`src/rtl/ser_tx_seq.sv`:
```
// Parallel-to-serial frame transmitter: accepts a (BIT_WIDTH+1)-bit word on a valid/ready
// handshake and shifts it out LSB first, each bit held for BIT_PERIOD clock cycles.
module ser_tx_seq #(
    parameter int unsigned BIT_WIDTH  = 8,
    parameter int unsigned BIT_PERIOD = 4
) (
    input  logic               clk,
    input  logic               rst,
    input  logic               in_valid,
    output logic               in_ready,
    input  logic [BIT_WIDTH:0] in_data,
    output logic               ser_out,
    output logic               ser_valid,
    output logic               frame_start,
    output logic               frame_done,
    output logic               busy
);

    localparam int unsigned CntW = $clog2(BIT_WIDTH + 1);
    localparam int unsigned DivW = (BIT_PERIOD > 1) ? $clog2(BIT_PERIOD) : 1;
    localparam logic [CntW-1:0] CntLast = CntW'(BIT_WIDTH);
    localparam logic [DivW-1:0] DivLast = DivW'(BIT_PERIOD - 1);

    typedef enum logic {
        StIdle,
        StShift
    } state_t;

    state_t              state_q;
    logic [BIT_WIDTH:0]  sreg_q;
    logic [CntW-1:0]     bit_cnt_q;
    logic [DivW-1:0]     div_cnt_q;
    logic                frame_start_q;
    logic                frame_done_q;

    always_ff @(posedge clk) begin
        if (rst) begin
            state_q       <= StIdle;
            sreg_q        <= '0;
            bit_cnt_q     <= '0;
            div_cnt_q     <= '0;
            frame_start_q <= 1'b0;
            frame_done_q  <= 1'b0;
        end else begin
            frame_start_q <= 1'b0;
            frame_done_q  <= 1'b0;
            case (state_q)
                StIdle: begin
                    if (in_valid) begin
                        sreg_q        <= in_data;
                        bit_cnt_q     <= '0;
                        div_cnt_q     <= '0;
                        state_q       <= StShift;
                        frame_start_q <= 1'b1;
                    end
                end
                StShift: begin
                    if (div_cnt_q == DivLast) begin
                        div_cnt_q <= '0;
                        if (bit_cnt_q == CntLast) begin
                            state_q      <= StIdle;
                            frame_done_q <= 1'b1;
                        end else begin
                            sreg_q    <= {1'b0, sreg_q[BIT_WIDTH:1]};
                            bit_cnt_q <= bit_cnt_q + CntW'(1);
                        end
                    end else begin
                        div_cnt_q <= div_cnt_q + DivW'(1);
                    end
                end
                default: state_q <= StIdle;
            endcase
        end
    end

    // Gate with state so a stale sreg bit never leaks out while idle.
    assign in_ready    = (state_q == StIdle);
    assign busy        = (state_q == StShift);
    assign ser_valid   = (state_q == StShift);
    assign ser_out     = (state_q == StShift) & sreg_q[0];
    assign frame_start = frame_start_q;
    assign frame_done  = frame_done_q;

endmodule

```
`config.mk`:
```
export PLATFORM = sky130hd
export DESIGN_NAME = ser_tx_seq
export DESIGN_NICKNAME = d
export VERILOG_FILES = /design/src/rtl/ser_tx_seq.sv
export SDC_FILE = /design/constraint.sdc
export NUM_CORES = 1
export LEC_CHECK = 0
export BUFFER_PORTS_ARGS = -buffer_cell sky130_fd_sc_hd__buf_2
export CAP_MARGIN = 20
export CORE_MARGIN = 5
export CORE_UTILIZATION = 47
export CTS_CLUSTER_DIAMETER = 100
export CTS_CLUSTER_SIZE = 40
export DETAILED_ROUTE_END_ITERATION = 8
export PLACE_DENSITY = 0.77
export SKIP_LAST_GASP = 1
export SLEW_MARGIN = 40
export SYNTH_ARGS = -nofsm -noshare
export SYNTH_HDL_FRONTEND = slang
export SYNTH_SLANG_ARGS = --single-unit
export TNS_END_PERCENT = 50
```
`constraint.sdc`:
```
create_clock -name clk -period 1.5 [get_ports clk]
set_input_delay 0.15 -clock clk [delete_from_list [all_inputs] [get_ports clk]]
set_output_delay 0.15 -clock clk [all_outputs]
set_load 0.05 [all_outputs]
```
### Word-level counts from Yosys, hierarchy flattened

Index checks and enable logic that the tools add are counted.
W data, S select, Z words.

* flip-flop bits (word level): 18
* output and inout bits: 6
* logic and storage cells: 35
* bits of input ports: 12

* equal/unequal tests: 5
* reductions and logical operators: 3
* multiplexer cells: 16
* bitwise logic cells: 3
* $add $sub $neg: 2

Operators with widths (number)
* $mux W9: 3
* $pmux W9 S2: 1
* $mux W4: 3
* $pmux W4 S2: 1
* $add A4 B1 Y4 const B: 1
* $eq A4 B4 Y1 const B: 1
* $mux W1: 4
* $mux W2: 2
* $ne A2 B2 Y1 const B: 2
* $pmux W2 S2: 1
* $reduce_and A3 Y1: 1
* $reduce_or A3 Y1: 1
* $add A2 B1 Y2 const B: 1
* $eq A2 B2 Y1 const B: 1
* $ne A2 B1 Y1 const B: 1
* $not A1 Y1: 2
* $pmux W1 S2: 1
* $reduce_or A2 Y1: 1
* $and A1 B1 Y1: 1

### Depth between registers and ports, before layout

Gate-level depths: netlist of the first run.

* depth after elaboration: 4
* depth in mapped cells: 5
* gate-level depth less buffers: 5

### Least setup slack after synthesis of the first run

OpenSTA, ideal clock, no wires.

* kind: register to register
* start: reg state_q, in the netlist busy
* end: reg bit_cnt_q[2]
* buffers on the path: 2
* cell stages (with the launch flop): 6
* setup time: 0.086 ns
* period minus slack after synthesis: 1.770 ns
* path slack: -0.270 ns
* required time: 1.414 ns
* arrival time: 1.684 ns
* cells stage by stage: dfxtp_1 > buf_6 > buf_4 > inv_1 > a31o_2 > a211oi_1

* cells in the longest elaborated chain, start to end: 3
* elaborated cells on any way between the ends: 6

RTL lines
* from (decl): line 29 `state_t state_q;`
* from (signal assigned): line 38 `state_q <= StIdle;`
* from (signal assigned): line 53 `state_q <= StShift;`
* from (signal assigned): line 61 `state_q <= StIdle;`
* $not A1 Y1 (*)
* named net in_ready: line 10 `output logic in_ready,`
* $ne A2 B2 Y1 (no source line)
* $reduce_and A3 Y1 (no source line)
* to (signal assigned): line 65 `bit_cnt_q <= bit_cnt_q + CntW'(1);`
* to (decl): line 31 `logic [CntW-1:0] bit_cnt_q;`

Mark *: on every way through the listed nets, which the timed path passes. The rest lies on a longest branch.
A chain may end at the register's enable or synchronous reset.

### Worst setup path after layout of the first run

* start: reg bit_cnt_q[0]
* end: reg sreg_q[3]

* cells in the longest elaborated chain, start to end: 3

RTL lines
* $eq A4 B4 Y1: line 60 `if (bit_cnt_q == CntLast) begin`
* $ne A2 B2 Y1 (no source line)
* $reduce_and A3 Y1 (no source line)
* to (signal assigned): line 50 `sreg_q <= in_data;`
* to (signal assigned): line 64 `sreg_q <= {1'b0, sreg_q[BIT_WIDTH:1]};`
* to (decl): line 30 `logic [BIT_WIDTH:0] sreg_q;`

Every way passes these cells.

==> results of run 1 <==
-- logic make-up after synthesis --
logic type      Yosys count  synth area share, %
compound gates           16                 12.6
fa+ha+maj                 3                 4.02
buf+inv                   9                 6.16
flops                    18                 38.6
mux                      16                 18.2
simple gates             35                 20.4
-- final cells by class --
cell class | instances | area [sq um]
Tap cell | 27 | 33.8
Timing Repair Buffer | 27 | 173
Inverter | 3 | 15.0
Sequential cell | 18 | 367
Fill cell | 181 | 768
Clock buffer | 4 | 26.3
Multi-Input combinational cell | 70 | 539
-- synthesized netlist by cell type (all sizes together), types with 2 or more instances --
cell     n
a21oi    5
ha       3
a31oi    2
a211oi   2
o211ai   4
nor2    12
mux2     8
mux2i    8
nand3    5
nor3b    2
nor2b    8
inv      3
buf      6
dfxtp   18
and2     2
-- critical path, cell delays in order, from the launching register on --
cell	delay [ns]
sky130_fd_sc_hd__dfxtp_2	0.34
sky130_fd_sc_hd__inv_2	0.07
sky130_fd_sc_hd__ha_4	0.13
sky130_fd_sc_hd__nand3b_1	0.13
sky130_fd_sc_hd__a21boi_4	0.20
sky130_fd_sc_hd__buf_12	0.14
sky130_fd_sc_hd__mux2_2	0.33
-- flip-flops by register name, indices dropped and copies added (netlist names) --
register,cells
busy,1
sreg_q,9
frame_done,1
div_cnt_q,2
frame_start,1
bit_cnt_q,4
-- path summary, 6_finish.rpt --
check                    start        end  slack, ns  cells after the start
hold / removal      in_data[8]  sreg_q[8]       0.16                      3
hold reg to reg      sreg_q[8]  sreg_q[8]       0.51                      2
setup reg to reg  bit_cnt_q[0]  sreg_q[3]       0.06                      6
setup / recovery  bit_cnt_q[0]  sreg_q[3]       0.06                      6
-- repair_timing --
item | 4_1_cts | 5_1_grt
resized for setup | 1 | 6
endpoints found under the setup margin | 8 | 8
pin swaps | 1 | 1
cloned | 0 | 0
setup buffers | 1 | 1
-- layout by cell type (no fill, tap or decap), types with 4 or more instances in the layout --
cell type and instances:
sky130_fd_sc_hd__dfxtp_1 15, sky130_fd_sc_hd__o211ai_1 4, sky130_fd_sc_hd__nand3_1 5, sky130_fd_sc_hd__buf_4 9, sky130_fd_sc_hd__mux2_2 6, sky130_fd_sc_hd__nor2_1 12, sky130_fd_sc_hd__buf_2 17, sky130_fd_sc_hd__a21oi_1 5
sky130_fd_sc_hd__mux2i_1 8, sky130_fd_sc_hd__nor2b_1 8
-- layer usage --
| metal | track usage (%) | up-vias | share of wire, % |
|---|---|---|---|
| met1 | 16.8 | 365 | 47 |
| met5 | 0 | - | 0 |
| met3 | 3.81 | 4 | 4.7 |
| li1 | - | 390 | - |
| met2 | 25.3 | 17 | 47 |
| met4 | 6.64 | 0 | 1.4 |
-- power breakdown --
group | switching, mW | internal (mW)
Clock | 0.150 | 0.103
Combinational | 0.0855 | 0.0770
Sequential | 0.0137 | 0.499
-- metrics by stage --
step	util (%)	worst slack, ns
floorplan	-	-0.0114
global placement	56.1	0.0285
detailed placement	56.1	-0.0172
CTS	58.7	0.00185
global route	60.0	0.0123
finish	60.0	0.0563
==> flow_summary.ini, run 1 <==
[floorplan]
die_width_microns = 54.6
core.rowCount = 16
initial_core_util_pct = 48.6
die_area_sq_um = 2980
fp.coreArea_sq_um = 1920
die_ht_microns = 54.6
pin_count = 18

[power]
fin_total_pwr_mw = 0.928
static-leakage-power_nw = 0.494
cellPowerDensity_nw_per_um2 = 804
vdd_ir_drop_max_uv = 728

[place]
postPlaceCellArea_sq_um = 1080
place.gp.congestion = 0.861
io_buffer_count = 17
hpwl_mm = 1.29
dpl.cell_count = 143

[synth]
mappedNetlistArea_sq_um = 933
ys_warn_count = 0
yosys_register_bits = 18
synth_area_per_cell_sq_um = 9.62
synth_top_area_share_pct = 38.6
netlist_instances = 97
ys_dominant_reg_cell = sky130_fd_sc_hd__dfxtp_1
seq_area_frac_synth_pct = 38.6
netlist-cell-type-count = 29
synth-async-reset-ratio_pct = 0
synth_nets = 112
yosys.area.top_type = sky130_fd_sc_hd__dfxtp_1
number_of_enable_flip_flop_cells_after_synthesis = 0
synth_area_leaders = sky130_fd_sc_hd__dfxtp_1 39%, sky130_fd_sc_hd__mux2i_1 8.6%, sky130_fd_sc_hd__mux2_2 8.4%, sky130_fd_sc_hd__nor2b_1 5.4%, sky130_fd_sc_hd__nor2_1 4.8%

[grt]
grt_max_degree = 27
wire_length_of_the_first_global_routing_pass_mm = 3.15
antenna_found_initial = 0
first_global_vias = 761
groute.usage.overall_pct = 14.7
gr-total-overflow = 0

[clock_network]
max-clock-path-buffers = 2
h-tree-depth = 1
cts-root-buf = sky130_fd_sc_hd__clkbuf_4
numClockSinks = 18
worstSkewPairLatency_ns = 0.29
worst_setup_hold_path_clk_slew_ns = 0.10
cts_made_buffers = 3
clock_tree_from_tritoncts = yes
cts_hold_repair.buffers = 0

[drt]
drtIter0Drc = 7
routed_wire_length_per_instance_microns = 12.0
final_routed_wirelength_mm = 1.79
post_drt_via_cell_ratio = 5.21
first_pass_iters = 4
routed-via-count = 776
route.antenna.remaining_nets = 0
drc_errors = 0

[sta]
timing.fmax_mhz = 693
final.min_clock_period_ns = 1.44
finClkSkew_ns = 0.00398
final.hold.worst_slack_ns = 0.156
worstMarginPinSlew_ns = 0.440
grt_setup_unrepaired = false
slew_headroom_pct = 70.7
setup_violations = 0
timing.final.crit_share_pct = 96.2
count_of_endpoints_failing_hold_in_the_final_timing_report = 0
drv_slew = 0
fin_setup_tns_ns = 0

[finish]
stdcell_count = 149
share_of_post_route_cells_with_drive_strength_above_1_pct = 40.2
finalNetCount = 138
syn2layout_area_growth_pct = 23.6
n_antenna_cell = 0
final_cell_area_sq_um = 1150

[critical_path]
worst-setup-path-type = register to register
cp.required_ns = 1.69
critical_path.endpoint_type = register
worst_ep_arrival_time_ns = 1.63
critical_path.max_fanout = 8
startpoint_types = register

[run_status]
status = finished clean

[flow_run]
maxCapViolCount = 0

[min_path]
holdCritPathClass = input pin to register
No activity file was read; power rests on OpenSTA's default activity.
==> inputs of run 2 (changes only) <==
--- a/config.mk
+++ b/config.mk
@@ -13,8 +13,9 @@
 export CTS_CLUSTER_SIZE = 40
 export DETAILED_ROUTE_END_ITERATION = 8
 export PLACE_DENSITY = 0.77
+export SETUP_SLACK_MARGIN = 0.5
 export SKIP_LAST_GASP = 1
-export SLEW_MARGIN = 40
+export SLEW_MARGIN = 20
 export SYNTH_ARGS = -nofsm -noshare
 export SYNTH_HDL_FRONTEND = slang
 export SYNTH_SLANG_ARGS = --single-unit
==> run 2 against run 1 <==
Hold slack improved by 0.010 ns. Count of clock-buffer cells in the layout unchanged. Die area unchanged. Wire length is 25% higher. Critical path depth is the same. First-iteration DRC count up 110%. Clock power hardly changed. Cell count grew 3.4%. Sequential power hardly changed. Sequential share of layout area down 2.8 points. Global-route usage rose by 2.7 points. Critical path type unchanged.
==> flow_summary.ini, run 2 (synthesis results as in run 1) <==
[critical_path]
regToRegStartpoint = bit_cnt_q[0]
critical_path.max_fanout = 8
cp_cell_sequence = inv_2 -> ha_4 -> nand3b_1 -> a21boi_4 -> buf_12 -> mux2_1
worst-path-buf-inv = 2
rr_worst_depth = 6
worst-setup-path-type = register to register
slowest_delay_ns = 0.34
cp.required_ns = 1.69
rr_endpoint = sreg_q[1]
critical-path-slowest-cell = sky130_fd_sc_hd__dfxtp_2
regToRegSetupSlack_ns = 0.07
critical_path.endpoint_type = register
cp_top_family = flip-flops
startpoint_types = register
worst_ep_arrival_time_ns = 1.62

[drt]
drtIter0Drc = 15
drc_errors = 0
first_pass_iters = 4
post_drt_via_cell_ratio = 5.49
routed-via-count = 845
routed_wire_length_per_instance_microns = 14.6
final_routed_wirelength_mm = 2.24
route.antenna.remaining_nets = 0

[finish]
largest_register_ffs = 9
largest_register = sreg_q
share_of_post_route_cells_with_drive_strength_above_1_pct = 47.2
layout_commonest_cell = sky130_fd_sc_hd__buf_2
n_antenna_cell = 0
reg.largest.list = sreg_q x9, bit_cnt_q x4, div_cnt_q x2
postLayoutCoreUtil_pct = 66.2
syn2layout_area_growth_pct = 36.3
layout_common_cells = 15 x sky130_fd_sc_hd__buf_2, 13 x sky130_fd_sc_hd__dfxtp_1, 12 x sky130_fd_sc_hd__nor2_1
finalNetCount = 143
stdcell_count = 154
final_cell_area_sq_um = 1270

[clock_network]
cts_hold_repair.buffers = 0
cts_made_buffers = 3
h-tree-depth = 1
numClockSinks = 18
worstSkewPairLatency_ns = 0.30
clock_tree_from_tritoncts = yes
cts-root-buf = sky130_fd_sc_hd__clkbuf_4
max-clock-path-buffers = 2
worst_setup_hold_path_clk_slew_ns = 0.10

[min_path]
worst_hold_launch = in_data[8]
holdPathEnd = sreg_q[8]
holdCritPathClass = input pin to register
min_delay_path_depth = 3

[floorplan]
pin_count = 18
core.rowCount = 16
die_width_microns = 54.6
fp.coreArea_sq_um = 1920
die_ht_microns = 54.6
die_area_sq_um = 2980
initial_core_util_pct = 48.6

[grt]
gr-total-overflow = 0
antenna_found_initial = 0
groute.usage.overall_pct = 17.4
grt_max_degree = 27
first_global_vias = 828
wire_length_of_the_first_global_routing_pass_mm = 3.70

[sta]
timing.fmax_mhz = 701
drv_slew = 0
count_of_endpoints_failing_hold_in_the_final_timing_report = 0
slew_headroom_pct = 69.8
final.setup.worst_slack_ns = 0.0732
setup_violations = 0
finClkSkew_ns = 0.00640
grt_setup_unrepaired = true
worstMarginPinSlew_ns = 0.453
timing.final.crit_share_pct = 95.1
fin_setup_tns_ns = 0
final.hold.worst_slack_ns = 0.167
final.min_clock_period_ns = 1.43

[power]
fin_total_pwr_mw = 0.971
p_int_mw = 0.707
cellPowerDensity_nw_per_um2 = 763
proportion_of_power_drawn_by_flip_flops_and_latches_pct = 52.9
pwr-share-comb_pct = 21.0
pwr-share-clk_pct = 26.1
static-leakage-power_nw = 0.549
vdd_ir_drop_max_uv = 628
power.share.switching_pct = 27.2
p_sw_mw = 0.265

[flow_run]
maxCapViolCount = 0

[place]
postPlaceCellArea_sq_um = 1070
io_buffer_count = 17
hpwl_mm = 1.54
dpl.cell_count = 142
dpl_ws_ns = -0.0189
place.gp.congestion = 0.846

[run_status]
status = finished clean
[run 2: tightest hold or removal path: cells and delay by family]
family | cells | cell delay (ns)
compound gates | 1 | 0.07
buf+inv | 1 | 0.09
simple gates | 1 | 0.10
[run 2: metal layers]
layer / part of all wire (%) / track usage, % / vias up / wire length (microns)
met5: 0 / 0 / - / 0
met4: 1.8 / 7.05 / 0 / 41
met3: 8.1 / 3.54 / 10 / 181
met2: 50 / 29.9 / 39 / 1110
met1: 40 / 20.9 / 395 / 904
li1: - / - / 401 / -
[run 2: final cells by class]
| type | count | area (sq um) |
|---|---|---|
| fillers | 161 | 649 |
| multi-input cells | 70 | 571 |
| flip-flops and latches | 18 | 369 |
| repair buffers | 32 | 258 |
| well taps | 27 | 33.8 |
| clock buffers | 4 | 26.3 |
| inverters | 3 | 15.0 |
[run 2: power groups by stage]
stage | combinational [mW] | clock, mW | sequential [mW]
after global placement | 0.146 | 0 | 0.523
final | 0.204 | 0.254 | 0.514
after global routing | 0.219 | 0.282 | 0.517
after floorplan | 0.111 | 0 | 0.529
after detailed placement | 0.152 | 0 | 0.525
after CTS | 0.201 | 0.254 | 0.513
[run 2: what timing repair did]
action | 4_1_cts | 5_1_grt
hold endpoints to repair | 0 | 0
pin swaps | 7 | 2
setup endpoints to repair | 23 | 22
gates resized for setup | 24 | 3
setup buffers | 6 | 1
cloned | 1 | 0
[run 2: worst max path at each step]
stage                      start  cells past startpoint  slack [ns]           end
floorplan                   busy                      5       -0.01  bit_cnt_q[2]
global placement    div_cnt_q[0]                      4        0.03     sreg_q[6]
detailed placement  bit_cnt_q[0]                      5       -0.02     sreg_q[4]
CTS                 bit_cnt_q[0]                      6        0.11     sreg_q[1]
global route        bit_cnt_q[0]                      6        0.03     sreg_q[1]
finish              bit_cnt_q[0]                      6        0.07     sreg_q[1]
